## src/rtl/usb_desc_pkg.sv

```systemverilog
// Shared descriptor type codes, reader state encoding and fixed string-0 length.
// Imported by the descriptor selector and the EP0 descriptor reader.
package usb_desc_pkg;

  localparam logic [7:0] DT_DEVICE      = 8'd1;
  localparam logic [7:0] DT_CONFIG      = 8'd2;
  localparam logic [7:0] DT_STRING      = 8'd3;
  localparam logic [7:0] DT_QUALIFIER   = 8'd6;
  localparam logic [7:0] DT_OTHER_SPEED = 8'd7;

  // String descriptor 0 (language IDs) has a fixed length.
  localparam logic [7:0] LANG_LEN = 8'd4;

  typedef enum logic [1:0] {
    ST_IDLE,
    ST_SEND,
    ST_WAIT_ACK,
    ST_STALL
  } state_e;

endpackage

```

## src/rtl/usb_desc_sel.sv

```systemverilog
// Combinational GET_DESCRIPTOR lookup: wValue (type/index) to ROM base, length, supported.
// Zero latency; no flow control.
module usb_desc_sel
  import usb_desc_pkg::*;
(
  input  logic [7:0] i_desc_type,
  input  logic [7:0] i_desc_index,
  input  logic       i_hs_mode,
  input  logic       i_have_strings,
  input  logic [9:0] i_dev_addr,
  input  logic [7:0] i_dev_len,
  input  logic [9:0] i_qual_addr,
  input  logic [7:0] i_qual_len,
  input  logic [9:0] i_fscfg_addr,
  input  logic [7:0] i_fscfg_len,
  input  logic [9:0] i_hscfg_addr,
  input  logic [7:0] i_hscfg_len,
  input  logic [9:0] i_strlang_addr,
  input  logic [9:0] i_strvendor_addr,
  input  logic [7:0] i_strvendor_len,
  input  logic [9:0] i_strproduct_addr,
  input  logic [7:0] i_strproduct_len,
  input  logic [9:0] i_strserial_addr,
  input  logic [7:0] i_strserial_len,
  output logic [9:0] o_base,
  output logic [7:0] o_len,
  output logic       o_supported,
  output logic       o_other_speed
);

  always_comb begin
    o_base        = '0;
    o_len         = '0;
    o_supported   = 1'b0;
    o_other_speed = 1'b0;
    case (i_desc_type)
      DT_DEVICE: begin
        o_base = i_dev_addr;  o_len = i_dev_len;  o_supported = 1'b1;
      end
      DT_CONFIG: begin
        o_base      = i_hs_mode ? i_hscfg_addr : i_fscfg_addr;
        o_len       = i_hs_mode ? i_hscfg_len  : i_fscfg_len;
        o_supported = 1'b1;
      end
      DT_QUALIFIER: begin
        o_base = i_qual_addr;  o_len = i_qual_len;  o_supported = 1'b1;
      end
      DT_OTHER_SPEED: begin
        // The configuration for the speed we are NOT running at.
        o_base        = i_hs_mode ? i_fscfg_addr : i_hscfg_addr;
        o_len         = i_hs_mode ? i_fscfg_len  : i_hscfg_len;
        o_supported   = 1'b1;
        o_other_speed = 1'b1;
      end
      DT_STRING: begin
        if (i_have_strings) begin
          case (i_desc_index)
            8'd0: begin o_base = i_strlang_addr;    o_len = LANG_LEN;         o_supported = 1'b1; end
            8'd1: begin o_base = i_strvendor_addr;  o_len = i_strvendor_len;  o_supported = 1'b1; end
            8'd2: begin o_base = i_strproduct_addr; o_len = i_strproduct_len; o_supported = 1'b1; end
            8'd3: begin o_base = i_strserial_addr;  o_len = i_strserial_len;  o_supported = 1'b1; end
            default: ;
          endcase
        end
      end
      default: ;
    endcase
  end

endmodule

```

## src/rtl/usb_desc_reader.sv

```systemverilog
// EP0 GET_DESCRIPTOR streamer: first byte one cycle after the request, packetised at MAXPKT
// with ACK/retry handshake and trailing ZLP; bytes advance only while i_txrdy is high.
module usb_desc_reader
  import usb_desc_pkg::*;
#(
  parameter int MAXPKT = 64
) (
  input  logic        CLK,
  input  logic        RESET_N,
  input  logic        i_req_valid,
  input  logic [7:0]  i_desc_type,
  input  logic [7:0]  i_desc_index,
  input  logic [15:0] i_wlength,
  input  logic        i_hs_mode,
  input  logic        i_abort,
  input  logic [9:0]  i_desc_dev_addr,
  input  logic [7:0]  i_desc_dev_len,
  input  logic [9:0]  i_desc_qual_addr,
  input  logic [7:0]  i_desc_qual_len,
  input  logic [9:0]  i_desc_fscfg_addr,
  input  logic [7:0]  i_desc_fscfg_len,
  input  logic [9:0]  i_desc_hscfg_addr,
  input  logic [7:0]  i_desc_hscfg_len,
  input  logic [9:0]  i_desc_strvendor_addr,
  input  logic [7:0]  i_desc_strvendor_len,
  input  logic [9:0]  i_desc_strproduct_addr,
  input  logic [7:0]  i_desc_strproduct_len,
  input  logic [9:0]  i_desc_strserial_addr,
  input  logic [7:0]  i_desc_strserial_len,
  input  logic [9:0]  i_desc_strlang_addr,
  input  logic        i_descrom_have_strings,
  output logic [9:0]  o_descrom_raddr,
  input  logic [7:0]  i_descrom_rdat,
  output logic [7:0]  o_txdat,
  output logic        o_txval,
  output logic        o_txlast,
  output logic        o_zlp,
  input  logic        i_txrdy,
  input  logic        i_pkt_ack,
  input  logic        i_pkt_retry,
  output logic        o_busy,
  output logic        o_stall
);

  localparam int PCW = $clog2(MAXPKT);

  logic [9:0]  sel_base;
  logic [7:0]  sel_len;
  logic        sel_supported, sel_other;
  logic [15:0] desc_len16, req_len;
  logic        req_zlp;

  state_e          state_q, state_d;
  logic [9:0]      base_q, base_d;
  logic [15:0]     xfer_len_q, xfer_len_d;
  logic [15:0]     ptr_q, ptr_d;
  logic [15:0]     pkt_start_q, pkt_start_d;
  logic [PCW-1:0]  pkt_cnt_q, pkt_cnt_d;
  logic            other_q, other_d;
  logic            zlp_pend_q, zlp_pend_d;
  logic            send_zlp, byte_last;

  usb_desc_sel u_sel (
    .i_desc_type       (i_desc_type),
    .i_desc_index      (i_desc_index),
    .i_hs_mode         (i_hs_mode),
    .i_have_strings    (i_descrom_have_strings),
    .i_dev_addr        (i_desc_dev_addr),
    .i_dev_len         (i_desc_dev_len),
    .i_qual_addr       (i_desc_qual_addr),
    .i_qual_len        (i_desc_qual_len),
    .i_fscfg_addr      (i_desc_fscfg_addr),
    .i_fscfg_len       (i_desc_fscfg_len),
    .i_hscfg_addr      (i_desc_hscfg_addr),
    .i_hscfg_len       (i_desc_hscfg_len),
    .i_strlang_addr    (i_desc_strlang_addr),
    .i_strvendor_addr  (i_desc_strvendor_addr),
    .i_strvendor_len   (i_desc_strvendor_len),
    .i_strproduct_addr (i_desc_strproduct_addr),
    .i_strproduct_len  (i_desc_strproduct_len),
    .i_strserial_addr  (i_desc_strserial_addr),
    .i_strserial_len   (i_desc_strserial_len),
    .o_base            (sel_base),
    .o_len             (sel_len),
    .o_supported       (sel_supported),
    .o_other_speed     (sel_other)
  );

  assign desc_len16 = {8'h00, sel_len};
  assign req_len    = (desc_len16 < i_wlength) ? desc_len16 : i_wlength;
  // Short transfer ending exactly on a packet boundary needs a ZLP to terminate it.
  assign req_zlp    = (req_len == 16'd0) ||
                      ((req_len < i_wlength) && (req_len[PCW-1:0] == '0));

  assign send_zlp  = (ptr_q == xfer_len_q);
  assign byte_last = (pkt_cnt_q == PCW'(MAXPKT - 1)) || (ptr_q == xfer_len_q - 16'd1);
  assign o_busy    = (state_q != ST_IDLE);

  always_comb begin
    state_d     = state_q;
    base_d      = base_q;
    xfer_len_d  = xfer_len_q;
    ptr_d       = ptr_q;
    pkt_start_d = pkt_start_q;
    pkt_cnt_d   = pkt_cnt_q;
    other_d     = other_q;
    zlp_pend_d  = zlp_pend_q;
    o_txval         = 1'b0;
    o_txlast        = 1'b0;
    o_zlp           = 1'b0;
    o_txdat         = 8'h00;
    o_descrom_raddr = 10'd0;
    o_stall         = 1'b0;

    case (state_q)
      ST_SEND: begin
        if (send_zlp) begin
          o_zlp = 1'b1;
          if (i_txrdy) state_d = ST_WAIT_ACK;
        end else begin
          o_txval         = 1'b1;
          o_txlast        = byte_last;
          o_descrom_raddr = base_q + ptr_q[9:0];
          // Other-speed config is stored as a normal config; patch bDescriptorType.
          o_txdat         = (other_q && ptr_q == 16'd1) ? DT_OTHER_SPEED : i_descrom_rdat;
          if (i_txrdy) begin
            ptr_d     = ptr_q + 16'd1;
            pkt_cnt_d = pkt_cnt_q + 1'b1;
            if (byte_last) state_d = ST_WAIT_ACK;
          end
        end
      end
      ST_WAIT_ACK: begin
        if (i_pkt_retry) begin
          ptr_d     = pkt_start_q;
          pkt_cnt_d = '0;
          state_d   = ST_SEND;
        end else if (i_pkt_ack) begin
          // An empty packet (start == ptr) can only have been the ZLP.
          if (pkt_start_q == ptr_q) begin
            zlp_pend_d = 1'b0;
            state_d    = ST_IDLE;
          end else begin
            pkt_start_d = ptr_q;
            pkt_cnt_d   = '0;
            state_d     = (ptr_q != xfer_len_q || zlp_pend_q) ? ST_SEND : ST_IDLE;
          end
        end
      end
      ST_STALL: o_stall = 1'b1;
      default: ;
    endcase

    if (i_req_valid) begin
      base_d      = sel_base;
      xfer_len_d  = req_len;
      ptr_d       = 16'd0;
      pkt_start_d = 16'd0;
      pkt_cnt_d   = '0;
      other_d     = sel_other;
      zlp_pend_d  = req_zlp;
      state_d     = sel_supported ? ST_SEND : ST_STALL;
    end
    if (i_abort) state_d = ST_IDLE;
  end

  always_ff @(posedge CLK or negedge RESET_N) begin
    if (!RESET_N) begin
      state_q     <= ST_IDLE;
      base_q      <= '0;
      xfer_len_q  <= '0;
      ptr_q       <= '0;
      pkt_start_q <= '0;
      pkt_cnt_q   <= '0;
      other_q     <= 1'b0;
      zlp_pend_q  <= 1'b0;
    end else begin
      state_q     <= state_d;
      base_q      <= base_d;
      xfer_len_q  <= xfer_len_d;
      ptr_q       <= ptr_d;
      pkt_start_q <= pkt_start_d;
      pkt_cnt_q   <= pkt_cnt_d;
      other_q     <= other_d;
      zlp_pend_q  <= zlp_pend_d;
    end
  end

endmodule

```

## config.mk

```make
export PLATFORM = sky130hd
export DESIGN_NAME = usb_desc_reader
export DESIGN_NICKNAME = d
export VERILOG_FILES = /design/src/rtl/usb_desc_pkg.sv /design/src/rtl/usb_desc_sel.sv /design/src/rtl/usb_desc_reader.sv
export SDC_FILE = /design/constraint.sdc
export NUM_CORES = 1
export LEC_CHECK = 0
export ABC_AREA = 0
export BUFFER_PORTS_ARGS = -buffer_cell sky130_fd_sc_hd__buf_2
export CAP_MARGIN = 20
export CORE_ASPECT_RATIO = 1.75
export CORE_MARGIN = 5
export CORE_UTILIZATION = 34
export DETAILED_ROUTE_END_ITERATION = 8
export PLACE_DENSITY_LB_ADDON = 0.25
export SLEW_MARGIN = 20
export SYNTH_ARGS = -nofsm -noshare
export SYNTH_HDL_FRONTEND = slang
export SYNTH_SLANG_ARGS = --single-unit
```

## constraint.sdc

```tcl
create_clock -name CLK -period 3.9 [get_ports CLK]
set_input_delay 0.195 -clock CLK [delete_from_list [all_inputs] [get_ports CLK]]
set_output_delay 0.195 -clock CLK [all_outputs]
set_load 0.02 [all_outputs]
```

# Word-level counts from Yosys, hierarchy flattened
# Cells that the tools add are included.
totals:
  reg_bits: 68
  elab_cells: 123
  inputBits: 185
classes:
  eq_ne: 27
  magnitude_cmp: 2
  reduce_logical: 21
  n_mux: 61
  addsub: 4
op_table:
  columns: ["operator", "n"]
  rows:
  - ["16-bit two-way mux", 10]
  - ["10-bit two-way mux", 5]
  - ["10-bit case mux with 5 select lines", 1]
  - ["16-bit == test", 3]
  - ["8-bit two-way mux", 6]
  - ["10-bit case mux with 4 select lines", 1]
  - ["8-bit case mux with 5 select lines", 1]
  - ["6-bit two-way mux", 6]
  - ["8-bit by 2-bit == test with 1-bit output, second input constant", 4]
  - ["16-bit case mux with 2 select lines", 1]
  - ["8-bit case mux with 4 select lines", 1]
  - ["2-bit two-way mux", 9]
  - ["1-bit two-way mux", 17]
  - ["16-bit by 1-bit adder with 16-bit output, second input constant", 1]
  - ["16-bit by 1-bit == test with 1-bit output, second input constant", 1]
  - ["8-bit by 1-bit == test with 1-bit output, second input constant", 2]
  - ["8-bit by 3-bit == test with 1-bit output, second input constant", 2]
  - ["16-bit zero test", 1]
  - ["16-bit < comparator", 1]
  - ["8-bit by 16-bit < comparator with 1-bit output", 1]
  - ["16-bit != test", 1]
  - ["4-bit AND reduction", 4]
  - ["16-bit by 1-bit subtractor with 16-bit output, second input constant", 1]
  - ["4-bit != test, second input constant", 3]
  - ["20 further kinds", 32]

# Logic depth before layout (Yosys ltp)
logic_depth:
  word_depth: 10
  ltp_mapped: 25
  mapped_depth_nobuf: 22

# Cells and area by module
# Synthesis repeated with hierarchy kept, for this count alone.
unflattened:
  hier_cells: 734
  hier_area_um2: 6615.1
by_module_without_submodules:
  columns: ["module", "seq_area_each_um2", "area_per_inst_um2", "n_inst", "cells_per_inst"]
  rows:
  - ["usb_desc_reader", 1701.6, 5009.8, 1, 564]
  - ["usb_desc_sel", 0.0, 1605.3, 1, 170]

# Worst setup path after synthesis
# No wires, ideal clock.
synth_timing:
  kind: "input to register"
  from: "in i_desc_index[1]"
  to: "reg zlp_pend_q"
  required_ns: 3.805
  arrival_ns: 4.128
  cell_stages: 21
  n_path_buf: 1
  setup_slack_ns: -0.324
  path_cell_list: "clkbuf_1 mux2_2 a22oi_1 nor2b_1 a2111oi_0 inv_1 ha_1 a21oi_1 o21ai_0 o21ai_0 a21o_1 nor2_8 mux2_2 ha_1 o21ai_0 a21oi_1 o31ai_1 nand2_1 o31ai_1 a311oi_1 o31ai_1"
synth_between:
  elab_chain_cells: 10
  word_cells_on_any_way: 15
  cone_classes: "order compare (2); eq/ne (3); mux (5); reduce/logical (5)"
synth_lines:
  columns: ["element", "line", "source"]
  rows:
  - ["start, declared", "usb_desc_reader.sv:12", "input logic [7:0] i_desc_index,"]
  - ["8-bit by 2-bit == test with 1-bit output (tied with other cells)", "usb_desc_sel.sv:57", "case (i_desc_index)"]
  - ["8-bit case mux with 4 select lines *", "usb_desc_sel.sv:57", null]
  - ["8-bit two-way mux *", "usb_desc_sel.sv:56", "if (i_have_strings) begin"]
  - ["8-bit case mux with 5 select lines *", "usb_desc_sel.sv:36", "case (i_desc_type)"]
  - ["8-bit by 16-bit < comparator with 1-bit output", "usb_desc_reader.sv:90", "assign req_len = (desc_len16 < i_wlength) ? desc_len16 : i_wlength;"]
  - ["16-bit two-way mux *", "usb_desc_reader.sv:90", null]
  - ["named net req_len[3]", "usb_desc_reader.sv:50", "logic [15:0] desc_len16, req_len;"]
  - ["16-bit < comparator or 6-bit zero test (tied branches)", "usb_desc_reader.sv:93", "((req_len < i_wlength) && (req_len[PCW-1:0] == '0));"]
  - ["1-bit logical AND", "usb_desc_reader.sv:93", null]
  - ["1-bit logical OR *", "usb_desc_reader.sv:92", "assign req_zlp = (req_len == 16'd0) ||"]
  - ["1-bit two-way mux *", "usb_desc_reader.sv:154", "if (i_req_valid) begin"]
  - ["end signal, assigned", "usb_desc_reader.sv:185", "zlp_pend_q <= zlp_pend_d;"]
  - ["end, declared", "usb_desc_reader.sv:60", "logic zlp_pend_q, zlp_pend_d;"]
# The timed path passes the listed nets; every way through them passes the cells marked *.
# A chain may end at the register's enable or synchronous reset.

# Worst setup path after layout
layout_timing:
  from: "in i_desc_type[3]"
  to: "reg zlp_pend_q"
layout_between:
  elab_chain_cells: 8
  word_cells_on_any_way: 14
  cone_classes: "order compare (2); eq/ne (5); mux (3); reduce/logical (4)"
layout_lines:
  columns: ["element", "line", "source"]
  rows:
  - ["start, declared", "usb_desc_reader.sv:11", "input logic [7:0] i_desc_type,"]
  - ["8-bit by 2-bit == test with 1-bit output (tied with other cells)", "usb_desc_sel.sv:36", null]
  - ["8-bit case mux with 5 select lines *", "usb_desc_sel.sv:36", null]
  - ["8-bit by 16-bit < comparator with 1-bit output", "usb_desc_reader.sv:90", null]
  - ["16-bit two-way mux *", "usb_desc_reader.sv:90", null]
  - ["named net req_len[2]", "usb_desc_reader.sv:50", null]
  - ["16-bit < comparator or 6-bit zero test (tied branches)", "usb_desc_reader.sv:93", null]
  - ["1-bit logical AND", "usb_desc_reader.sv:93", null]
  - ["1-bit logical OR *", "usb_desc_reader.sv:92", null]
  - ["1-bit two-way mux *", "usb_desc_reader.sv:154", null]
# Marked as above.

==> results by group <==
Clock network
  • CTS root buffer: clkbuf_16
  • Clock-pin slew of the registers on the worst-case setup and hold paths: 60 ps
  • Clk_lat worst skew: 340 ps
  • Number of H-tree levels: 3
  • Clock tree from TritonCTS: built
  • TritonCTS Buffers: 9
  • Max Root-Sink Buffers: 2
  • Sink Count: 68

Timing
  • Shortest period the worst path allows: 3850 ps
  • Final-layout setup total negative slack: 0 ps
  • Maximum clock frequency: 259 MHz
  • Number of endpoints failing setup at the final stage: 0
  • Final slew viol count: 0
  • Period utilization: 0.988
  • Final hold viol count: 0
  • Maximum clock skew at final layout: 11.4 ps
  • Least-Margin Pin Slew: 858 ps
  • Unrepaired setup endpoints after global routing: yes
  • Relative max-transition margin: 0.428

Power and ir drop
  • Areal power density over the cells: 254 mW/mm²
  • Leakage: 0.00420 µW
  • Worst IR Drop VDD: 0.000223 V

Routing
  • DRC Markers: 0
  • Drt first pass iters: 5
  • Remaining antenna violation count after routing: 0
  • Starting DRT DRC Count: 266
  • Vias: 7041
  • Routed Wire Length: 24000 µm
  • Via-to-Cell Ratio: 5.66
  • Drt wl/cell: 19.2 µm

Final layout
  • Final nets: 1219
  • Post-route design area: 0.00876 mm²
  • ANT cells: 0
  • Fraction of final layout cells with drive strength greater than 1: 0.375
  • Area growth from synthesis to layout: 35.4%
  • Most frequent cells in the layout: 205 x buf_2, 80 x buf_4, 72 x nor2_1
  • Commonest non-fill, non-tap cell in the layout: buf_2

Setup path
  • CP startpoint kind: input port
  • Cell family with most CP delay: compound AO/OA/AOI/OAI gates
  • Peak per-stage delay on the critical path: 410 ps
  • Cell with the largest stage delay on the worst path: a2111oi_2
  • Worst Path Class, Setup: in -> reg
  • CP required: 4140 ps
  • Peak fanout along the critical path: 9
  • Worst setup EP type: flop
  • Worst path arrival time: 4090 ps
  • Worst path bufs/invs: 4

Global route
  • Number of antenna violations at the first check in global routing: 0
  • Number of global-route vias before repair: 7225
  • Total global routing track utilization: 0.216
  • Largest net degree at the start of global routing: 55
  • First-pass GRT wire length: 37400 µm
  • Overflow left after global routing: 0

Logic synthesis
  • FFs w/ async S/R, synth: 1.00
  • Post-Syn Nets: 975
  • Distinct cell type count after synthesis: 75
  • Summed instance area of the synthesized netlist: 0.00647 mm²
  • Number of flops mapped to enable cells by yosys: 0
  • Instance count of the mapped netlist: 758
  • Mux share of post-synthesis cell area: 0.0977
  • Portion of the post-synthesis area used by sequential elements: 0.263
  • Primary FF master, synth: dfrtp_1
  • Complex-gate fraction of the synthesized area: 0.257
  • Largest family of logic cells by synthesized area: compound AO/OA/AOI/OAI gates
  • Ys Warns: 0
  • Arithmetic-cell share of the synthesized area counting full adders, half adders and majority gates: 0.0631
  • Xor and xnor area share after synthesis: 0.0596
  • Post-synthesis simple-gate area fraction: 0.201
  • Mean instance size in the synthesized netlist: 8.53 µm²
  • Synthesis-stage register bit count: 68

Worst hold path
  • Classification of the worst-slack hold path: in -> reg

Flow run
  • Total of max-cap violations: 0

Placed design
  • Instance area after placement: 0.00827 mm²
  • Number of buffers added on ports: 207
  • Final HPWL DP: 19400 µm
  • Final GP Congestion: 0.916

Floorplan
  • Core Area: 0.0187 mm²
  • Die H: 192 µm
  • Effective utilization at floorplan: 0.346
  • Row cnt: 66
  • Die area: 0.0220 mm²
  • Horiz. Die Dim: 114 µm
  • Ports: 208

Status
  • Status: finished, final reports clean
## registers in the layout, summed over array words and instances, names as in the netlist
signal / flops
base_q: 10
other_q: 1
pkt_cnt_q: 6
pkt_start_q: 16
ptr_q: 16
state_q: 2
xfer_len_q: 16
zlp_pend_q: 1
## routing by layer
layer	share of wire	global-route usage	vias to the layer above	wire length, µm
met5	0	0	-	0
met4	0.049	0.110	0	1170
met3	0.056	0.0311	58	1330
met2	0.54	0.411	248	13000
met1	0.35	0.226	3375	8410
li1	-	-	3360	-
## cell type report
cell class | count | area [µm²]
Clock buffer | 10 | 229
Clock inverter | 6 | 88.8
Fill cell | 1956 | 9910
Inverter | 35 | 131
Multi-Input combinational cell | 596 | 4590
Sequential cell | 68 | 1700
Tap cell | 238 | 298
Timing Repair Buffer | 292 | 1720
## where the power goes
| group | internal, µW | switching [µW] | total, µW |
|---|---|---|---|
| clock | 560 | 321 | 881 |
| sequential | 721 | 30.9 | 752 |
| combinational | 254 | 334 | 588 |
## timing repair
action	in CTS	in global routing
gates resized for setup	3	23
buffers inserted	0	4
setup endpoints to repair	1	1
hold buffers	1	0
hold endpoints to repair	15	0
pin swaps	0	18
## worst paths after layout
check,start,end,slack [ps],cells past startpoint
max in group asynchronous,RESET_N,ptr_q[13],2420,3
worst max register to register,xfer_len_q[6],state_q[0],790,8
worst max-delay path,i_desc_type[3],zlp_pend_q,50,25
min in group asynchronous,RESET_N,pkt_cnt_q[2],500,2
worst min register to register,pkt_cnt_q[5],pkt_cnt_q[5],490,1
worst min-delay path,i_abort,state_q[0],100,2
## cell usage after synthesis (all sizes together) (8+ instances only)
cell / n / area share
a211oi: 14 / 0.016
a21oi: 39 / 0.033
a221oi: 25 / 0.034
a22o: 20 / 0.027
a22oi: 13 / 0.015
a31oi: 8 / 0.0077
and2: 11 / 0.011
and3: 12 / 0.012
buf: 9 / 0.0087
clkbuf: 50 / 0.029
dfrtp: 68 / 0.26
ha: 31 / 0.060
inv: 33 / 0.019
mux2: 18 / 0.032
mux2i: 20 / 0.031
mux4: 10 / 0.035
nand2: 25 / 0.015
nand3: 25 / 0.019
nor2: 77 / 0.047
nor2b: 17 / 0.016
nor3: 15 / 0.012
nor4: 16 / 0.019
o21ai: 40 / 0.031
o2bb2ai: 10 / 0.014
o31ai: 8 / 0.0093
xnor2: 17 / 0.023
xor2: 27 / 0.037
## cells by family (layout without fill, tap and decap cells)
group / Yosys count / count (layout)
buffers and inverters: 94 / 343
and+or+nand+nor: 243 / 243
AOI/OAI and AO/OA: 229 / 229
adders and majority gates: 32 / 32
muxes: 48 / 48
xor gates and xnor gates: 44 / 44
DFF: 68 / 68
## through the flow
step	power [µW]	util	std cells	hold slack, ps	setup WS (ps)
2_1_floorplan	1080	-	758	-101	7.92
3_3_place_gp	1340	0.443	1224	364	-375
3_5_place_dp	1340	0.443	1224	358	-454
4_1_cts	2220	0.462	1241	111	23.3
5_1_grt	2310	0.469	1245	109	-285
6_report	2220	0.469	1245	102	45.5
Power figures use the tool's default switching activity.
